[src/rtl/pa_trace_pkg.sv]
// Shared definitions for the writeback trace path: default widths, the trace
// entry layout and field offsets used by host-side unpacking.
package pa_trace_pkg;

    localparam int unsigned DEF_ADDR_W = 5;
    localparam int unsigned DEF_DATA_W = 16;
    localparam int unsigned DEF_TS_W   = 16;

    typedef struct packed {
        logic [DEF_TS_W-1:0]   ts;
        logic [DEF_ADDR_W-1:0] addr;
        logic [DEF_DATA_W-1:0] val;
    } trace_entry_t;

    // Bit offsets of each field inside a packed {ts, addr, val} entry
    localparam int unsigned VAL_LSB  = 0;
    localparam int unsigned ADDR_LSB = DEF_DATA_W;
    localparam int unsigned TS_LSB   = DEF_DATA_W + DEF_ADDR_W;
    localparam int unsigned ENTRY_W  = DEF_TS_W + DEF_ADDR_W + DEF_DATA_W;

endpackage

[src/rtl/wb_trace_fifo.sv]
// Generic show-ahead synchronous FIFO with push/pop/clear and occupancy level.
// A push into a full FIFO is accepted only when a pop frees a slot that cycle.
module wb_trace_fifo #(
    parameter  int unsigned DEPTH = 8,
    parameter  int unsigned WIDTH = 8,
    localparam int unsigned PTR_W = $clog2(DEPTH),
    localparam int unsigned LVL_W = $clog2(DEPTH + 1)
) (
    input  logic             clk_i,
    input  logic             rst_i,
    input  logic             clear_i,
    input  logic             push_i,
    input  logic             pop_i,
    input  logic [WIDTH-1:0] wdata_i,
    output logic [WIDTH-1:0] rdata_o,
    output logic [LVL_W-1:0] level_o,
    output logic             full_o,
    output logic             empty_o
);

    logic [PTR_W-1:0] wr_ptr_q, wr_ptr_d;
    logic [PTR_W-1:0] rd_ptr_q, rd_ptr_d;
    logic [LVL_W-1:0] level_q, level_d;
    logic [WIDTH-1:0] mem_q [DEPTH];
    logic             push_eff;
    logic             pop_eff;

    assign empty_o = (level_q == '0);
    assign full_o  = (level_q == LVL_W'(DEPTH));
    assign level_o = level_q;
    // Gated so the head reads zero whenever nothing is buffered
    assign rdata_o = empty_o ? '0 : mem_q[rd_ptr_q];

    always_comb begin
        pop_eff  = pop_i && !empty_o;
        push_eff = push_i && (!full_o || pop_eff);
        wr_ptr_d = wr_ptr_q;
        rd_ptr_d = rd_ptr_q;
        level_d  = level_q;
        if (clear_i) begin
            pop_eff  = 1'b0;
            push_eff = 1'b0;
            wr_ptr_d = '0;
            rd_ptr_d = '0;
            level_d  = '0;
        end else begin
            if (push_eff) wr_ptr_d = wr_ptr_q + PTR_W'(1);
            if (pop_eff)  rd_ptr_d = rd_ptr_q + PTR_W'(1);
            case ({push_eff, pop_eff})
                2'b10:   level_d = level_q + LVL_W'(1);
                2'b01:   level_d = level_q - LVL_W'(1);
                default: level_d = level_q;
            endcase
        end
    end

    always_ff @(posedge clk_i) begin
        if (rst_i) begin
            wr_ptr_q <= '0;
            rd_ptr_q <= '0;
            level_q  <= '0;
        end else begin
            wr_ptr_q <= wr_ptr_d;
            rd_ptr_q <= rd_ptr_d;
            level_q  <= level_d;
        end
    end

    always_ff @(posedge clk_i) begin
        if (!rst_i && push_eff) mem_q[wr_ptr_q] <= wdata_i;
    end

endmodule

[src/rtl/wb_trace_collector.sv]
// Timestamps core writeback events, buffers them for a valid/ready consumer and
// counts drops on overflow. Optional shadow register file under WB_TRACE_SHADOW_EN.
module wb_trace_collector
    import pa_trace_pkg::*;
#(
    parameter int unsigned DEPTH  = 8,
    parameter int unsigned ADDR_W = DEF_ADDR_W,
    parameter int unsigned DATA_W = DEF_DATA_W,
    parameter int unsigned TS_W   = DEF_TS_W
) (
    input  logic                             clock_i,
    input  logic                             reset_i,
    input  logic                             wb_i,
    input  logic [ADDR_W-1:0]                wbAddr_i,
    input  logic [DATA_W-1:0]                wbVal_i,
    input  logic                             clear_i,
    output logic                             traceValid_o,
    output logic [TS_W+ADDR_W+DATA_W-1:0]    traceData_o,
    input  logic                             traceReady_i,
    output logic [$clog2(DEPTH+1)-1:0]       level_o,
    output logic                             overflow_o,
    output logic [7:0]                       dropCount_o,
    input  logic [ADDR_W-1:0]                shadowAddr_i,
    output logic [DATA_W-1:0]                shadowData_o
);

    localparam int unsigned E_W = TS_W + ADDR_W + DATA_W;

    logic [TS_W-1:0] ts_q, ts_d;
    logic            overflow_q, overflow_d;
    logic [7:0]      drop_cnt_q, drop_cnt_d;
    logic            fifo_full;
    logic            fifo_empty;
    logic            drop;

    wb_trace_fifo #(
        .DEPTH (DEPTH),
        .WIDTH (E_W)
    ) u_fifo (
        .clk_i   (clock_i),
        .rst_i   (reset_i),
        .clear_i (clear_i),
        .push_i  (wb_i),
        .pop_i   (traceReady_i),
        .wdata_i ({ts_q, wbAddr_i, wbVal_i}),
        .rdata_o (traceData_o),
        .level_o (level_o),
        .full_o  (fifo_full),
        .empty_o (fifo_empty)
    );

    assign traceValid_o = !fifo_empty;
    assign overflow_o   = overflow_q;
    assign dropCount_o  = drop_cnt_q;

    always_comb begin
        ts_d       = ts_q + TS_W'(1);
        // When full, a ready consumer always frees the slot the event needs
        drop       = wb_i && fifo_full && !traceReady_i;
        overflow_d = overflow_q | drop;
        drop_cnt_d = drop_cnt_q;
        if (drop && drop_cnt_q != '1) drop_cnt_d = drop_cnt_q + 8'd1;
        if (clear_i) begin
            ts_d       = '0;
            overflow_d = 1'b0;
            drop_cnt_d = '0;
        end
    end

    always_ff @(posedge clock_i) begin
        if (reset_i) begin
            ts_q       <= '0;
            overflow_q <= 1'b0;
            drop_cnt_q <= '0;
        end else begin
            ts_q       <= ts_d;
            overflow_q <= overflow_d;
            drop_cnt_q <= drop_cnt_d;
        end
    end

`ifdef WB_TRACE_SHADOW_EN
    logic [DATA_W-1:0] shadow_q [2**ADDR_W];

    always_ff @(posedge clock_i) begin
        if (reset_i) begin
            for (int unsigned i = 0; i < 2**ADDR_W; i++) shadow_q[i] <= '0;
        end else if (wb_i) begin
            shadow_q[wbAddr_i] <= wbVal_i;
        end
    end

    assign shadowData_o = shadow_q[shadowAddr_i];
`else
    logic unused_shadow_addr;
    assign unused_shadow_addr = ^shadowAddr_i;
    assign shadowData_o       = '0;
`endif

endmodule

[config.mk]
export PLATFORM = sky130hd
export DESIGN_NAME = wb_trace_collector
export DESIGN_NICKNAME = d
export VERILOG_FILES = /design/src/rtl/pa_trace_pkg.sv /design/src/rtl/wb_trace_fifo.sv /design/src/rtl/wb_trace_collector.sv
export SDC_FILE = /design/constraint.sdc
export NUM_CORES = 1
export LEC_CHECK = 0
export ABC_CLOCK_PERIOD_IN_PS = 5100
export BUFFER_PORTS_ARGS = -buffer_cell sky130_fd_sc_hd__buf_2
export CORE_MARGIN = 2
export CORE_UTILIZATION = 35
export DETAILED_ROUTE_END_ITERATION = 16
export GPL_ROUTABILITY_DRIVEN = 0
export PLACE_DENSITY_LB_ADDON = 0.08
export SYNTH_ARGS = -nofsm -noshare
export SYNTH_HDL_FRONTEND = slang
export SYNTH_SLANG_ARGS = --single-unit
[constraint.sdc]
create_clock -name clock_i -period 5.1 [get_ports clock_i]
set_input_delay 1.02 -clock clock_i [delete_from_list [all_inputs] [get_ports clock_i]]
set_output_delay 1.02 -clock clock_i [all_outputs]
set_load 0.01 [all_outputs]
==> impl_metrics.tcl, run 1 <==
set metrics [dict create \
    status "complete, no violations" \
    place_area_mm2 0.0142 \
    finalCritPeriodShare_pct 73.3 \
    synth_top_area_cell "edfxtp_1" \
    syn_inst 703 \
    drv_slew 0 \
    reg2reg_to "u_fifo.mem_q[3][7]$_DFFE_PP_" \
    ys_warn_count 0 \
    leakagePower_nw 4.87 \
    cts_buffers 38 \
    reg2reg_setup_slack_ns 2.04 \
    max-cap-violations 0 \
    synthDistinctLibCells 49 \
    syn_area_mm2 0.0131 \
    drcViolationCount 0 \
    yosysTopAreaCellShare_pct 67.7 \
    cts_num_sinks 334 \
    wl_per_cell_um 22.2 \
    yosysSeqAreaShare_pct 73.5 \
    start_util_pct 35.7 \
    fin_hold_ws_ns 0.473 \
    worstSetupPathType "register to primary output" \
    slew-limit-headroom_pct 32.9 \
    clock.fmax_mhz 267 \
    ys_ff_latch 334 \
    area_delta_synth_final_pct 17.1 \
    cp-start-kind "register" \
    grt_max_degree 39 \
    async_flop_share_pct 0 \
    ios 98 \
    cts_setup_buffers 0 \
    first_global_vias 7011 \
    skew_ns 0.0185 \
    via_per_inst 5.10 \
    firstDrtPassIters 5 \
    cts_tree "built" \
    path_clk_slew_ns 0.05 \
    power_density_mw_per_mm2 375 \
    wl_um 28800 \
    final_nets 841 \
    die_area_mm2 0.0391 \
    avgSynthCellArea_um2 18.7 \
    die_height_um 198 \
    irDropWorstVdd_uv 209 \
    cp_slowest_cell "dfxtp_4" \
    vias 6619 \
    min_period_ns 3.74 \
    hold_path_startpoint "overflow_o$_SDFF_PP0_" \
    ys.flop_type "edfxtp_1" \
    crit_fanout 34 \
    antenna_cells 0 \
    endpoint_kind "primary output" \
    synth_edf_count 296 \
    antenna_found_initial 1 \
    gr-total-overflow 0 \
    die_w_um 198 \
    port_buffers 76 \
    max_stage_delay_ns 0.82 \
    fin_cells 1299 \
    grt_pass1_wl_um 42900 \
    whs_endpoint "overflow_o$_SDFF_PP0_" \
    stdcell_area_mm2 0.0154 \
    critical_path_required_ns 4.08 \
    setup_viol_count_final 0 \
    rsz0062_at_grt "false" \
    drt.antenna.violating_nets 0 \
    drtIter0Drc 371 \
    insertion_delay_ns 0.52 \
    finalHoldViolations 0 \
    critical_path_arrival_ns 2.72 \
    tightest_slew_ns 1.01 \
    drive_above_1_share_pct 29.6 \
    ctsHoldBuffers 0 \
    dp.cells 1233 \
    p_total_mw 5.77 \
    hold_class "register to register" \
    grtUsageTotal_pct 15.0 \
    cts_root_buffer "clkbuf_16" \
    dpl.hpwl_um 16200 \
    holdPathStages 2 \
    htree_num_levels 2 \
    crit_buf_inv 2 \
    cts_max_path_buffers 3 \
    cp_cell_sequence "buf_4 > mux4_2 > mux2i_1 > nor2_1 > buf_2" \
    core_area_mm2 0.0368 \
    r2r_cells 4 \
    post_cts_resized 0 \
    synth_area_leaders "edfxtp_1 (68%), mux4_2 (13%), dfxtp_1 (5.8%)" \
    row_count 70 \
    cp_top_family "flip-flops" \
    r2r_start "u_fifo.level_o[1]$_SDFFE_PP0P_" \
    fin_setup_tns_ns 0 \
]
## synth_stat cells, drive strengths merged, types with 6 or more instances
library cell / number
nand2: 17
o21ai: 6
a21oi: 8
clkbuf: 19
xor2: 6
xnor2: 9
mux4: 74
edfxtp: 296
nor3: 13
nor2: 75
dfxtp: 38
mux2i: 39
inv: 7
buf: 31
nand3: 11
## per-stage QoR
step / util, % / setup WS, ns
after floorplan: - / 0.198
after global placement: 38.5 / 1.65
after detailed placement: 38.5 / 1.66
after CTS: 41.8 / 1.22
after global routing: 41.8 / 1.06
final: 41.8 / 1.36
## registers in the layout, indices dropped and copies added, names as in the netlist, named ones only
name	count
dropCount_o	8
overflow_o	1
ts_q	16
u_fifo.level_o	4
u_fifo.mem_q	296
u_fifo.rd_ptr_q	3
u_fifo.wr_ptr_q	3
## cell usage in the layout, fill, tap and decap left out, drive strengths merged, types with 5 or more instances in the layout
master / n
edfxtp: 296
buf: 97
nor2: 75
mux4: 74
clkbuf: 47
mux2i: 39
dfxtp: 38
nand2: 17
conb: 16
nor3: 13
clkinv: 12
nand3: 11
xnor2: 9
a21oi: 8
inv: 7
xor2: 6
o21ai: 6
ha: 5
clkinvlp: 5
nor4: 5
## routing by layer
| metal | vias to the layer above | global-route usage (%) | routed length, um |
|---|---|---|---|
| met5 | - | 0 | 13 |
| met4 | 2 | 4.12 | 537 |
| met3 | 47 | 2.54 | 1050 |
| met2 | 125 | 25.9 | 14400 |
| met1 | 3461 | 19.5 | 12800 |
| li1 | 2984 | - | - |
## worst max-delay path by stage
stage | endpoint | slack [ns] | start | depth (start not counted)
floorplan | u_fifo.mem_q[0][0]$_DFFE_PP_ | 0.20 | clear_i | 4
global route | traceData_o[11] | 1.06 | register | 5
global placement | u_fifo.mem_q[3][5]$_DFFE_PP_ | 1.65 | clear_i | 6
finish | traceData_o[32] | 1.36 | register | 5
detailed placement | u_fifo.mem_q[3][33]$_DFFE_PP_ | 1.66 | clear_i | 6
CTS | traceData_o[32] | 1.22 | register | 5
## worst min-delay path, stage by stage (launching register included)
cell	delay, ns
dfxtp_1	0.33
nor2_1	0.05
nor2_1	0.06
## layout make-up
| class | instances | area [um^2] |
|---|---|---|
| inverters | 7 | 26.3 |
| repair buffers | 97 | 588 |
| fillers | 3322 | 21400 |
| clock inverters | 19 | 149 |
| clock buffers | 47 | 1070 |
| multi-input cells | 327 | 3310 |
| flip-flops and latches | 334 | 9660 |
| well taps | 468 | 586 |
## power breakdown
| group | total, mW | internal (mW) | switching, mW |
|---|---|---|---|
| Clock | 2.62 | 1.58 | 1.04 |
| Sequential | 2.99 | 2.97 | 0.0127 |
| Combinational | 0.162 | 0.0611 | 0.101 |
| Total | 5.77 | 4.62 | 1.15 |
## cell families after synthesis
kind of cell / share of synthesized area, %
muxes: 15.7
buffers and inverters: 2.27
DFF: 73.5
and+or+nand+nor: 5.02
other: 0.0285
xor gates and xnor gates: 1.00
AOI/OAI and AO/OA: 2.09
adders and majority gates: 0.476
(Power assumes the default switching activity.)
==> inputs of run 2 (changes only) <==
--- a/config.mk
+++ b/config.mk
@@ -5,7 +5,8 @@
 export SDC_FILE = /design/constraint.sdc
 export NUM_CORES = 1
 export LEC_CHECK = 0
-export ABC_CLOCK_PERIOD_IN_PS = 5100
+export ABC_AREA = 1
+export ABC_CLOCK_PERIOD_IN_PS = 3920
 export BUFFER_PORTS_ARGS = -buffer_cell sky130_fd_sc_hd__buf_2
 export CORE_MARGIN = 2
 export CORE_UTILIZATION = 35
==> constraint.sdc (replaced) <==
create_clock -name clock_i -period 3.92 [get_ports clock_i]
set_input_delay 0.784 -clock clock_i [delete_from_list [all_inputs] [get_ports clock_i]]
set_output_delay 0.784 -clock clock_i [all_outputs]
set_load 0.01 [all_outputs]
==> run 2 against run 1 <==
  * Final cell count grew 36%
  * Routed wire length increased by 13%
  * Clock skew down 0.0053 ns
  * Worst setup slack got worse by 0.76 ns
  * Non-clock buffer count up 7
  * Critical path depth rose by 2
  * Largest cell class unchanged
==> impl_metrics.tcl, run 2 <==
set metrics [dict create \
    synth_edf_count 296 \
    cts_setup_buffers 0 \
    ys_ff_latch 334 \
    dp.cells 1701 \
    r2r_cells 7 \
    syn_inst 1148 \
    clockPowerShare_pct 47.1 \
    first_global_vias 8583 \
    slew-limit-headroom_pct 53.9 \
    leakagePower_nw 5.47 \
    yosysSeqAreaShare_pct 71.5 \
    via_per_inst 4.85 \
    crit_fanout 40 \
    endpoint_kind "primary output" \
    row_count 71 \
    insertion_delay_ns 0.51 \
    synth_top_area_cell "edfxtp_1" \
    async_flop_share_pct 0 \
    grt_pass1_wl_um 50300 \
    hold_class "register to register" \
    max_stage_delay_ns 0.37 \
    drtIter0Drc 438 \
    synth_area_leaders "edfxtp_1 (66%), nor2_1 (9.1%), o21ai_0 (6.4%)" \
    drv_slew 0 \
    post_cts_resized 0 \
    path_clk_slew_ns 0.05 \
    port_buffers 76 \
    clock.fmax_mhz 301 \
    setup_ws_ns 0.603 \
    finalCritPeriodShare_pct 84.6 \
    wl_um 32500 \
    grt_max_degree 149 \
    yosysTopAreaCellShare_pct 65.8 \
    power_density_mw_per_mm2 512 \
    drt.antenna.violating_nets 0 \
    fin_hold_ws_ns 0.458 \
    firstDrtPassIters 4 \
    switchingPower_mw 1.68 \
    synth_xor_area_share_pct 0.714 \
    final_cell_mix "nor2_1 (323), edfxtp_1 (296), o21ai_0 (172)" \
    cts_tree "built" \
    gr-total-overflow 0 \
    drcViolationCount 0 \
    tightest_slew_ns 0.692 \
    irDropWorstVdd_uv 249 \
    synthDistinctLibCells 31 \
    seq_power_share_pct 48.0 \
    mostFrequentLayoutCell "nor2_1" \
    critPathMostFrequentCell "nor2_1" \
    wl_per_cell_um 18.4 \
    cp_slowest_cell "buf_4" \
    synthMuxAreaShare_pct 0 \
    final_nets 1267 \
    grtUsageTotal_pct 16.1 \
    area_delta_synth_final_pct 17.3 \
    ys_warn_count 0 \
    dpl.hpwl_um 16700 \
    drive_above_1_share_pct 14.5 \
    finalHoldViolations 0 \
    synth_most_common_cell "nor2_1" \
    endpoint "traceData_o[27]" \
    cts_max_path_buffers 3 \
    htree_num_levels 2 \
    antenna_found_initial 0 \
    cts_num_sinks 334 \
    rsz0062_at_grt "false" \
    synth_adder_area_share_pct 0.463 \
    r2r_start "u_fifo.level_o[0]$_SDFFE_PP0P_" \
    max-cap-violations 0 \
    die_w_um 200 \
    setup_viol_count_final 0 \
    top_register "u_fifo.mem_q" \
    die_height_um 200 \
    vias 8594 \
    start_util_pct 35.7 \
    cp-start-kind "register" \
    syn_area_mm2 0.0135 \
    ys.flop_type "edfxtp_1" \
    antenna_cells 0 \
    avgSynthCellArea_um2 11.8 \
    worstSetupPathType "register to primary output" \
    cts_root_buffer "clkbuf_16" \
    reg2reg_to "u_fifo.mem_q[7][25]$_DFFE_PP_" \
    fin_util_pct 41.8 \
    fillCellCount 3651 \
    p_sw_share_pct 20.8 \
    fin_cells 1772 \
    cp_cell_sequence "inv_4 > buf_4 > nor2_1 > o32ai_1 > nor2_1 > nor2_1 > buf_2" \
    cts_buffers 39 \
    internal-power_mw 6.42 \
    critical_path_arrival_ns 2.53 \
    die_area_mm2 0.0402 \
    place_worst_setup_slack_ns 0.976 \
    skew_ns 0.0132 \
    synth_compound_gate_area_share_pct 10.6 \
    ctsHoldBuffers 0 \
    yosys.area_share.simple_pct 12.5 \
    p_total_mw 8.11 \
    status "complete, no violations" \
    critical_path_required_ns 3.14 \
    reg2reg_setup_slack_ns 1.50 \
    largest_reg_flops 296 \
    core_area_mm2 0.0378 \
    min_period_ns 3.32 \
    synth_commonest_cells "nor2_1 (327), edfxtp_1 (296), o21ai_0 (172), nand2_1 (56), dfxtp_1 (38)" \
    power_frac_comb_pct 4.9 \
    synth_top_family_by_area "simple AND/OR/NAND/NOR gates" \
    ios 98 \
]
[run 2: cell count changes after synthesis, moves of 37 or more]
cell     delta
nor2_1    +252
o21ai_0   +167
mux4_2     -74
mux2i_1    -39
nand2_1    +39
o32ai_1    +37
[run 2: worst min-delay path by stage]
stage | from | endpoint | cells past startpoint
floorplan | u_fifo.rd_ptr_q[2]$_SDFFE_PP0N_ | register | 2
global placement | u_fifo.rd_ptr_q[2]$_SDFFE_PP0N_ | register | 2
detailed placement | u_fifo.rd_ptr_q[2]$_SDFFE_PP0N_ | register | 2
CTS | u_fifo.rd_ptr_q[2]$_SDFFE_PP0N_ | register | 2
global route | u_fifo.rd_ptr_q[2]$_SDFFE_PP0N_ | register | 2
finish | u_fifo.rd_ptr_q[2]$_SDFFE_PP0N_ | register | 2
[run 2: logic make-up (layout without fill, tap and decap cells)]
logic type                 Yosys count  after routing
adders and majority gates            5              5
buffers and inverters              113            211
AOI/OAI and AO/OA                  258            258
xor gates and xnor gates            11             11
DFF                                334            334
other                                1             16
and+or+nand+nor                    426            426
[run 2: layer usage]
| layer | up-vias | GRT usage, % | part of all wire (%) |
|---|---|---|---|
| met2 | 138 | 26.9 | 47 |
| met1 | 4204 | 22.1 | 48 |
| met4 | 0 | 4.39 | 1.9 |
| met3 | 44 | 2.32 | 3.3 |
| met5 | - | 0 | 0 |
| li1 | 4208 | - | - |
[run 2: final cells by class]
| class | instances | area (um^2) | share of cell area [%] |
|---|---|---|---|
| Inverter | 36 | 138 | 0.869 |
| Sequential cell | 334 | 9660 | 61.0 |
| Tap cell | 511 | 639 | 4.04 |
| Clock buffer | 54 | 1100 | 6.98 |
| Multi-Input combinational cell | 716 | 3390 | 21.4 |
| Clock inverter | 17 | 262 | 1.65 |
| Timing Repair Buffer | 104 | 641 | 4.05 |
[run 2: metrics by stage]
| step | TNS, ns | area, um^2 |
|---|---|---|
| 2_1_floorplan | -82.49 | 13600 |
| 4_1_cts | 0 | 15800 |
| 6_report | 0 | 15800 |
| 3_5_place_dp | 0 | 14500 |
| 3_3_place_gp | 0 | 14500 |
| 5_1_grt | 0 | 15800 |
[run 2: worst max-delay path, delay by kind of cell, from the launching register on]
| kind | cells | cell delay (ns) |
|---|---|---|
| AOI/OAI and AO/OA | 1 | 0.23 |
| buffers and inverters | 3 | 0.93 |
| and+or+nand+nor | 3 | 0.47 |
| DFF | 1 | 0.36 |
[run 2: power by group through the flow]
stage	registers [mW]	clock network, mW	logic (mW)
after floorplan	3.96	0	0.258
after global placement	3.96	0	0.404
after detailed placement	3.96	0	0.405
after CTS	3.89	3.92	0.406
after global routing	3.89	4.06	0.449
final	3.89	3.82	0.396
